===== src/rtl/serial_pkg.sv =====
// Shared definitions for the 1-bit-per-clock serial link.
// The transmitter and the receiver both use these, so they agree on framing and parity.
package serial_pkg;

  localparam int unsigned DATA_BITS_DEFAULT = 7;
  localparam int unsigned FRAME_LEN         = DATA_BITS_DEFAULT + 3;

  typedef enum logic [2:0] {
    S_IDLE,
    S_DATA,
    S_PARITY,
    S_STOP,
    S_BREAK
  } state_t;

  // Even parity bit for a payload; callers zero-extend, which leaves parity unchanged.
  function automatic logic parity(input logic [31:0] d);
    return ^d;
  endfunction

endpackage


===== src/rtl/serial_receiver_if.sv =====
// Consumer-side valid/ack handshake of the serial receiver.
interface serial_receiver_if #(
  parameter int unsigned DATA_BITS = serial_pkg::DATA_BITS_DEFAULT
);
  logic                 data_ack;
  logic [DATA_BITS-1:0] data_out;
  logic                 data_valid;
  logic                 parity_err;
  logic                 frame_err;
  logic                 overrun;

  modport master (
    input  data_ack,
    output data_out, data_valid, parity_err, frame_err, overrun
  );

  modport slave (
    output data_ack,
    input  data_out, data_valid, parity_err, frame_err, overrun
  );
endinterface


===== src/rtl/serial_in_sync.sv =====
// Optional flop chain ahead of the sampler; resets to the idle-high line level.
module serial_in_sync #(
  parameter int unsigned SYNC_STAGES = 0
) (
  input  logic clk,
  input  logic rst,
  input  logic d,
  output logic q
);

  generate
    if (SYNC_STAGES == 0) begin : g_bypass
      logic unused_clk_rst;
      assign unused_clk_rst = clk ^ rst;
      assign q = d;
    end else begin : g_chain
      logic [SYNC_STAGES-1:0] chain;

      always_ff @(posedge clk) begin
        if (rst) begin
          chain <= '1;
        end else begin
          chain[0] <= d;
          for (int unsigned i = 1; i < SYNC_STAGES; i++) begin
            chain[i] <= chain[i-1];
          end
        end
      end

      assign q = chain[SYNC_STAGES-1];
    end
  endgenerate

endmodule


===== src/rtl/serial_receiver.sv =====
// Receive end of the serial link: start, LSB-first payload, even parity, stop.
// Delivers each frame on a valid/ack handshake with parity, framing and overrun status.
module serial_receiver
  import serial_pkg::*;
#(
  parameter int unsigned DATA_BITS   = DATA_BITS_DEFAULT,
  parameter int unsigned SYNC_STAGES = 0
) (
  input  logic              clk,
  input  logic              rst,
  input  logic              serial_in,
  output logic              busy,
  serial_receiver_if.master rx
);

  localparam int unsigned          CNT_W    = $clog2(DATA_BITS);
  localparam logic [CNT_W-1:0]     CNT_LAST = CNT_W'(DATA_BITS - 1);

  logic s;

  serial_in_sync #(
    .SYNC_STAGES(SYNC_STAGES)
  ) u_sync (
    .clk (clk),
    .rst (rst),
    .d   (serial_in),
    .q   (s)
  );

  state_t               state_q, state_d;
  logic [CNT_W-1:0]     cnt_q, cnt_d;
  logic [DATA_BITS-1:0] shift_q, shift_d;
  logic [DATA_BITS-1:0] data_q, data_d;
  logic                 par_q, par_d;
  logic                 valid_q, valid_d;
  logic                 perr_q, perr_d;
  logic                 ferr_q, ferr_d;
  logic                 ovr_q, ovr_d;

  always_ff @(posedge clk) begin
    if (rst) begin
      state_q <= S_IDLE;
      cnt_q   <= '0;
      shift_q <= '0;
      par_q   <= 1'b0;
      data_q  <= '0;
      valid_q <= 1'b0;
      perr_q  <= 1'b0;
      ferr_q  <= 1'b0;
      ovr_q   <= 1'b0;
    end else begin
      state_q <= state_d;
      cnt_q   <= cnt_d;
      shift_q <= shift_d;
      par_q   <= par_d;
      data_q  <= data_d;
      valid_q <= valid_d;
      perr_q  <= perr_d;
      ferr_q  <= ferr_d;
      ovr_q   <= ovr_d;
    end
  end

  always_comb begin
    state_d = state_q;
    cnt_d   = cnt_q;
    shift_d = shift_q;
    par_d   = par_q;
    data_d  = data_q;
    valid_d = valid_q;
    perr_d  = perr_q;
    ferr_d  = ferr_q;
    ovr_d   = ovr_q;

    unique case (state_q)
      S_IDLE: begin
        if (!s) begin
          state_d = S_DATA;
          cnt_d   = '0;
        end
      end
      S_DATA: begin
        // Shifting in at the MSB lands d0 in bit 0 after DATA_BITS samples,
        // the same result as writing shift_reg[cnt].
        shift_d = {s, shift_q[DATA_BITS-1:1]};
        cnt_d   = cnt_q + 1'b1;
        if (cnt_q == CNT_LAST) state_d = S_PARITY;
      end
      S_PARITY: begin
        par_d   = s;
        state_d = S_STOP;
      end
      S_STOP: begin
        state_d = s ? S_IDLE : S_BREAK;
      end
      S_BREAK: begin
        if (s) state_d = S_IDLE;
      end
      default: state_d = S_IDLE;
    endcase

    // A commit on the same edge as an ack takes priority over the ack.
    if (state_q == S_STOP) begin
      data_d  = shift_q;
      valid_d = 1'b1;
      perr_d  = par_q ^ parity(32'(shift_q));
      ferr_d  = ~s;
      ovr_d   = valid_q & ~rx.data_ack;
    end else if (valid_q && rx.data_ack) begin
      valid_d = 1'b0;
      perr_d  = 1'b0;
      ferr_d  = 1'b0;
      ovr_d   = 1'b0;
    end
  end

  assign busy          = (state_q != S_IDLE);
  assign rx.data_out   = data_q;
  assign rx.data_valid = valid_q;
  assign rx.parity_err = perr_q;
  assign rx.frame_err  = ferr_q;
  assign rx.overrun    = ovr_q;

endmodule


===== src/flat_wrapper.sv =====
// flat-port wrapper written by rule: the top's interface ports become plain ports
module serial_receiver_flat import serial_pkg::*;
#(
  parameter int unsigned DATA_BITS   = DATA_BITS_DEFAULT,
  parameter int unsigned SYNC_STAGES = 0
)
  (clk, rst, serial_in, busy, rx_data_ack, rx_data_out, rx_data_valid, rx_parity_err, rx_frame_err, rx_overrun);
  serial_receiver_if #(.DATA_BITS(DATA_BITS)) rx_i ();
  input  logic clk;
  input  logic rst;
  input  logic serial_in;
  output logic busy;
  input wire logic [$bits(rx_i.data_ack)-1:0] rx_data_ack;
  output wire logic [$bits(rx_i.data_out)-1:0] rx_data_out;
  output wire logic [$bits(rx_i.data_valid)-1:0] rx_data_valid;
  output wire logic [$bits(rx_i.parity_err)-1:0] rx_parity_err;
  output wire logic [$bits(rx_i.frame_err)-1:0] rx_frame_err;
  output wire logic [$bits(rx_i.overrun)-1:0] rx_overrun;
  assign rx_i.data_ack = rx_data_ack;
  assign rx_data_out = rx_i.data_out;
  assign rx_data_valid = rx_i.data_valid;
  assign rx_parity_err = rx_i.parity_err;
  assign rx_frame_err = rx_i.frame_err;
  assign rx_overrun = rx_i.overrun;
  serial_receiver #(.DATA_BITS(DATA_BITS), .SYNC_STAGES(SYNC_STAGES)) u_core (.clk(clk), .rst(rst), .serial_in(serial_in), .busy(busy), .rx(rx_i));
endmodule

===== config.mk =====
export PLATFORM = sky130hd
export DESIGN_NAME = serial_receiver_flat
export DESIGN_NICKNAME = d
export VERILOG_FILES = /design/src/rtl/serial_pkg.sv /design/src/rtl/serial_receiver_if.sv /design/src/rtl/serial_in_sync.sv /design/src/rtl/serial_receiver.sv /design/src/flat_wrapper.sv
export SDC_FILE = /design/constraint.sdc
export NUM_CORES = 1
export LEC_CHECK = 0
export ABC_CLOCK_PERIOD_IN_PS = 3210
export CAP_MARGIN = 20
export CELL_PAD_IN_SITES_DETAIL_PLACEMENT = 0
export CELL_PAD_IN_SITES_GLOBAL_PLACEMENT = 1
export CORE_ASPECT_RATIO = 1.4
export CORE_MARGIN = 5
export CORE_UTILIZATION = 41
export CTS_CLUSTER_SIZE = 14
export DETAILED_ROUTE_END_ITERATION = 8
export PLACE_DENSITY_LB_ADDON = 0.1
export SKIP_LAST_GASP = 1
export SYNTH_ARGS = -nofsm -noshare
export SYNTH_HDL_FRONTEND = slang
export SYNTH_SLANG_ARGS = --single-unit

===== constraint.sdc =====
create_clock -name clk -period 3.21 [get_ports clk]
set_clock_uncertainty 0.15 [all_clocks]
set_input_delay 0.8025 -clock clk [delete_from_list [all_inputs] [get_ports clk]]
set_output_delay 0.8025 -clock clk [all_outputs]
set_load 0.01 [all_outputs]

==> results by group <==
Run status
  – Result of the run: completed

Placement
  – Post-DP HPWL: 1410 um
  – Placed cell areas: 0.00121 mm^2
  – RePlAce Congestion: 0.715
  – I/O Buffers: 15

Critical path
  – CP Capture Type: primary output
  – CP required: 2.26 ns
  – Crit-path max FO: 11
  – R2R depth: 3
  – R2R Setup Slk: 1.51 ns
  – Arrival @ worst endpoint: 1.61 ns
  – CP max stage cell: clkdlybuf4s50_1
  – Slowest cell delay on critical path: 0.48 ns
  – Setup crit start kind: flop
  – CP Class: reg -> out
  – Crit-path cells: or3_1 -> clkdlybuf4s50_1

Logic synthesis
  – Synth area leader: dfxtp_1
  – Post-synth top area share: 0.469
  – Syn Inst Count: 125
  – Top post-synthesis cells by area: dfxtp_1, nand2_1, a21oi_1, xnor2_1, nor2_1
  – Synthesized flop and latch total: 25
  – Cell with the most instances after synthesis: nand2_1
  – Async S/R FF share, synth: 0
  – Sequential area share after synthesis: 0.469
  – EDFF count, synth: 0
  – Most common flop cell mapped by yosys: dfxtp_1
  – Mapped cell area: 0.00107 mm^2
  – Number of synthesis warnings: 0
  – Post-synthesis net count: 131
  – Yosys cell types: 30
  – Avg Cell Area, Syn: 8.53 um^2
  – Post-synth top cells: nand2_1, dfxtp_1, a21oi_1

Floorplanning
  – Chip Width: 53.1 um
  – Core Rows: 22
  – Core Area: 0.00256 mm^2
  – Die ar.: 0.00373 mm^2
  – Die Y-Extent: 70.3 um
  – IO Count: 16
  – Initial Utilization: 0.416

Finish
  – NumNets Final: 144
  – Multi-input gate area: 508 um^2
  – Antenna Cells: 0
  – Fin area: 0.00124 mm^2
  – Share of layout cells above drive strength 1: 0.0511
  – Area grow syn2layout: 16.4%
  – Fill count: 263
  – Register Area: 500 um^2

Power and ir drop
  – Pwr dens: 391 mW/mm^2
  – Maximum VDD drop: 0.000189 V
  – LEAKAGE: 0.000401 uW
  – Overall Power: 486 uW

GRT
  – Initial antenna violation count: 0
  – First-pass GRT wire length: 3440 um
  – Vias in the first global route: 785
  – Largest net degree at the start of global routing: 17
  – Gr ovfl total: 0
  – Tot GR Track Use: 0.120

Drt
  – WL/cell: 11.9 um
  – Antenna viol nets, final: 0
  – 1st-pass router iterations: 4
  – Iter 0 DRT Violations: 11
  – DRC viols: 0
  – Wirelength, routed: 2060 um
  – Vias: 832
  – Vias per cell: 4.81

Clock network
  – # hold bufs at CTS: 0
  – Clk sinks: 25
  – Cells resized by post-CTS repair: 0
  – H-Tree Depth: 1
  – Post-CTS setup buffer count: 0
  – Total CTS buffers: 3
  – Worst skew pair latency: 0.30 ns
  – Clock root cell: clkbuf_4
  – Clock Pin Slew Worst Setup and Hold Paths: 0.12 ns
  – Clock Tree Buf Depth: 2
  – TritonCTS clock tree: yes

STA
  – Slew @ Worst Pin: 0.568 ns
  – RSZ-0062 raised after global routing: false
  – Post-route clock period utilization: 0.797
  – Final TNS setup: 0 ns
  – WHS: 0.317 ns
  – FMAX: 391 MHz
  – Max_slew headroom: 0.620
  – Hold Fails Final Rpt: 0
  – Min Tclk post-route: 2.56 ns
  – Final setup violation count: 0
  – Slew Viols, Final: 0

Job
  – Max Cap Viol: 0

Min path
  – Worst Hold Depth: 2
  – Worst min-delay path class: reg -> reg
stage by stage:
stage                     std cells  setup WS (ns)  utilization
after floorplan                 125           1.42            -
after global placement          169          0.931        0.475
after detailed placement        169          0.918        0.475
after CTS                       173          0.620        0.485
after global routing            173          0.561        0.485
final                           173          0.652        0.485
routing by layer:
| metal | part of all wire | up-vias | global-route usage |
|---|---|---|---|
| met4 | 0.010 | 0 | 0.0511 |
| met1 | 0.45 | 380 | 0.153 |
| met2 | 0.49 | 12 | 0.193 |
| met5 | 0 | - | 0 |
| met3 | 0.044 | 2 | 0.0213 |
| li1 | - | 438 | - |
logic make-up (layout without fill, tap and decap cells):
kind of cell    count (synthesis)  in the layout  synth area share
buf+inv                         9             21            0.0540
xor+xnor                        8              8            0.0657
flops                          25             25             0.469
fa+ha+maj                       2              2            0.0235
simple gates                   56             56             0.249
compound gates                 24             24             0.129
mux                             1              1           0.00939
registers in the layout, summed over array words and instances, names as in the netlist:
| register | flops |
|---|---|
| u_core.shift_q | 7 |
| u_core.state_q | 3 |
| u_core.rx.parity_err | 1 |
| u_core.cnt_q | 3 |
| u_core.rx.data_valid | 1 |
| u_core.rx.overrun | 1 |
| u_core.par_q | 1 |
| u_core.rx.frame_err | 1 |
| u_core.rx.data_out | 7 |
worst max-delay path, delay by kind of cell, from the launching register on:
family        cells  cell delay [ns]
simple gates      1             0.38
buf+inv           1             0.48
flops             1             0.44
power breakdown:
part,total (uW),switching (uW),leakage (uW),internal [uW]
clock,134,85.4,0.0000150,48.4
sequential,318,4.55,0.000202,314
combinational,33.6,18.2,0.000184,15.4
total,486,108,0.000401,378
cells in the final DEF, fill, tap and decap left out, types with 2 or more instances in the layout:
| cell type | synthesis | final |
|---|---|---|
| a21oi_1 | 18 | 18 |
| clkbuf_4 | 0 | 3 |
| nor2_1 | 7 | 7 |
| nand2b_1 | 2 | 2 |
| ha_1 | 2 | 2 |
| nand2_1 | 34 | 34 |
| nand4b_1 | 2 | 2 |
| clkdlybuf4s50_1 | 0 | 15 |
| xnor2_1 | 7 | 7 |
| nor3_1 | 3 | 3 |
| dfxtp_1 | 25 | 25 |
worst paths after layout:
path,startpoint,end
setup / recovery,u_core.state_q[1],busy
hold / removal,u_core.rx.data_out[6],u_core.rx.data_out[6]
setup reg to reg,u_core.state_q[1],u_core.rx.frame_err
hold reg to reg,u_core.rx.data_out[6],u_core.rx.data_out[6]
cell type report:
class,count,area share
multi-input cells,91,0.409
well taps,36,0.0363
inverters,1,0.00302
clock buffers,4,0.0212
repair buffers,16,0.127
flip-flops and latches,25,0.403
Power figures use the tool's default switching activity.
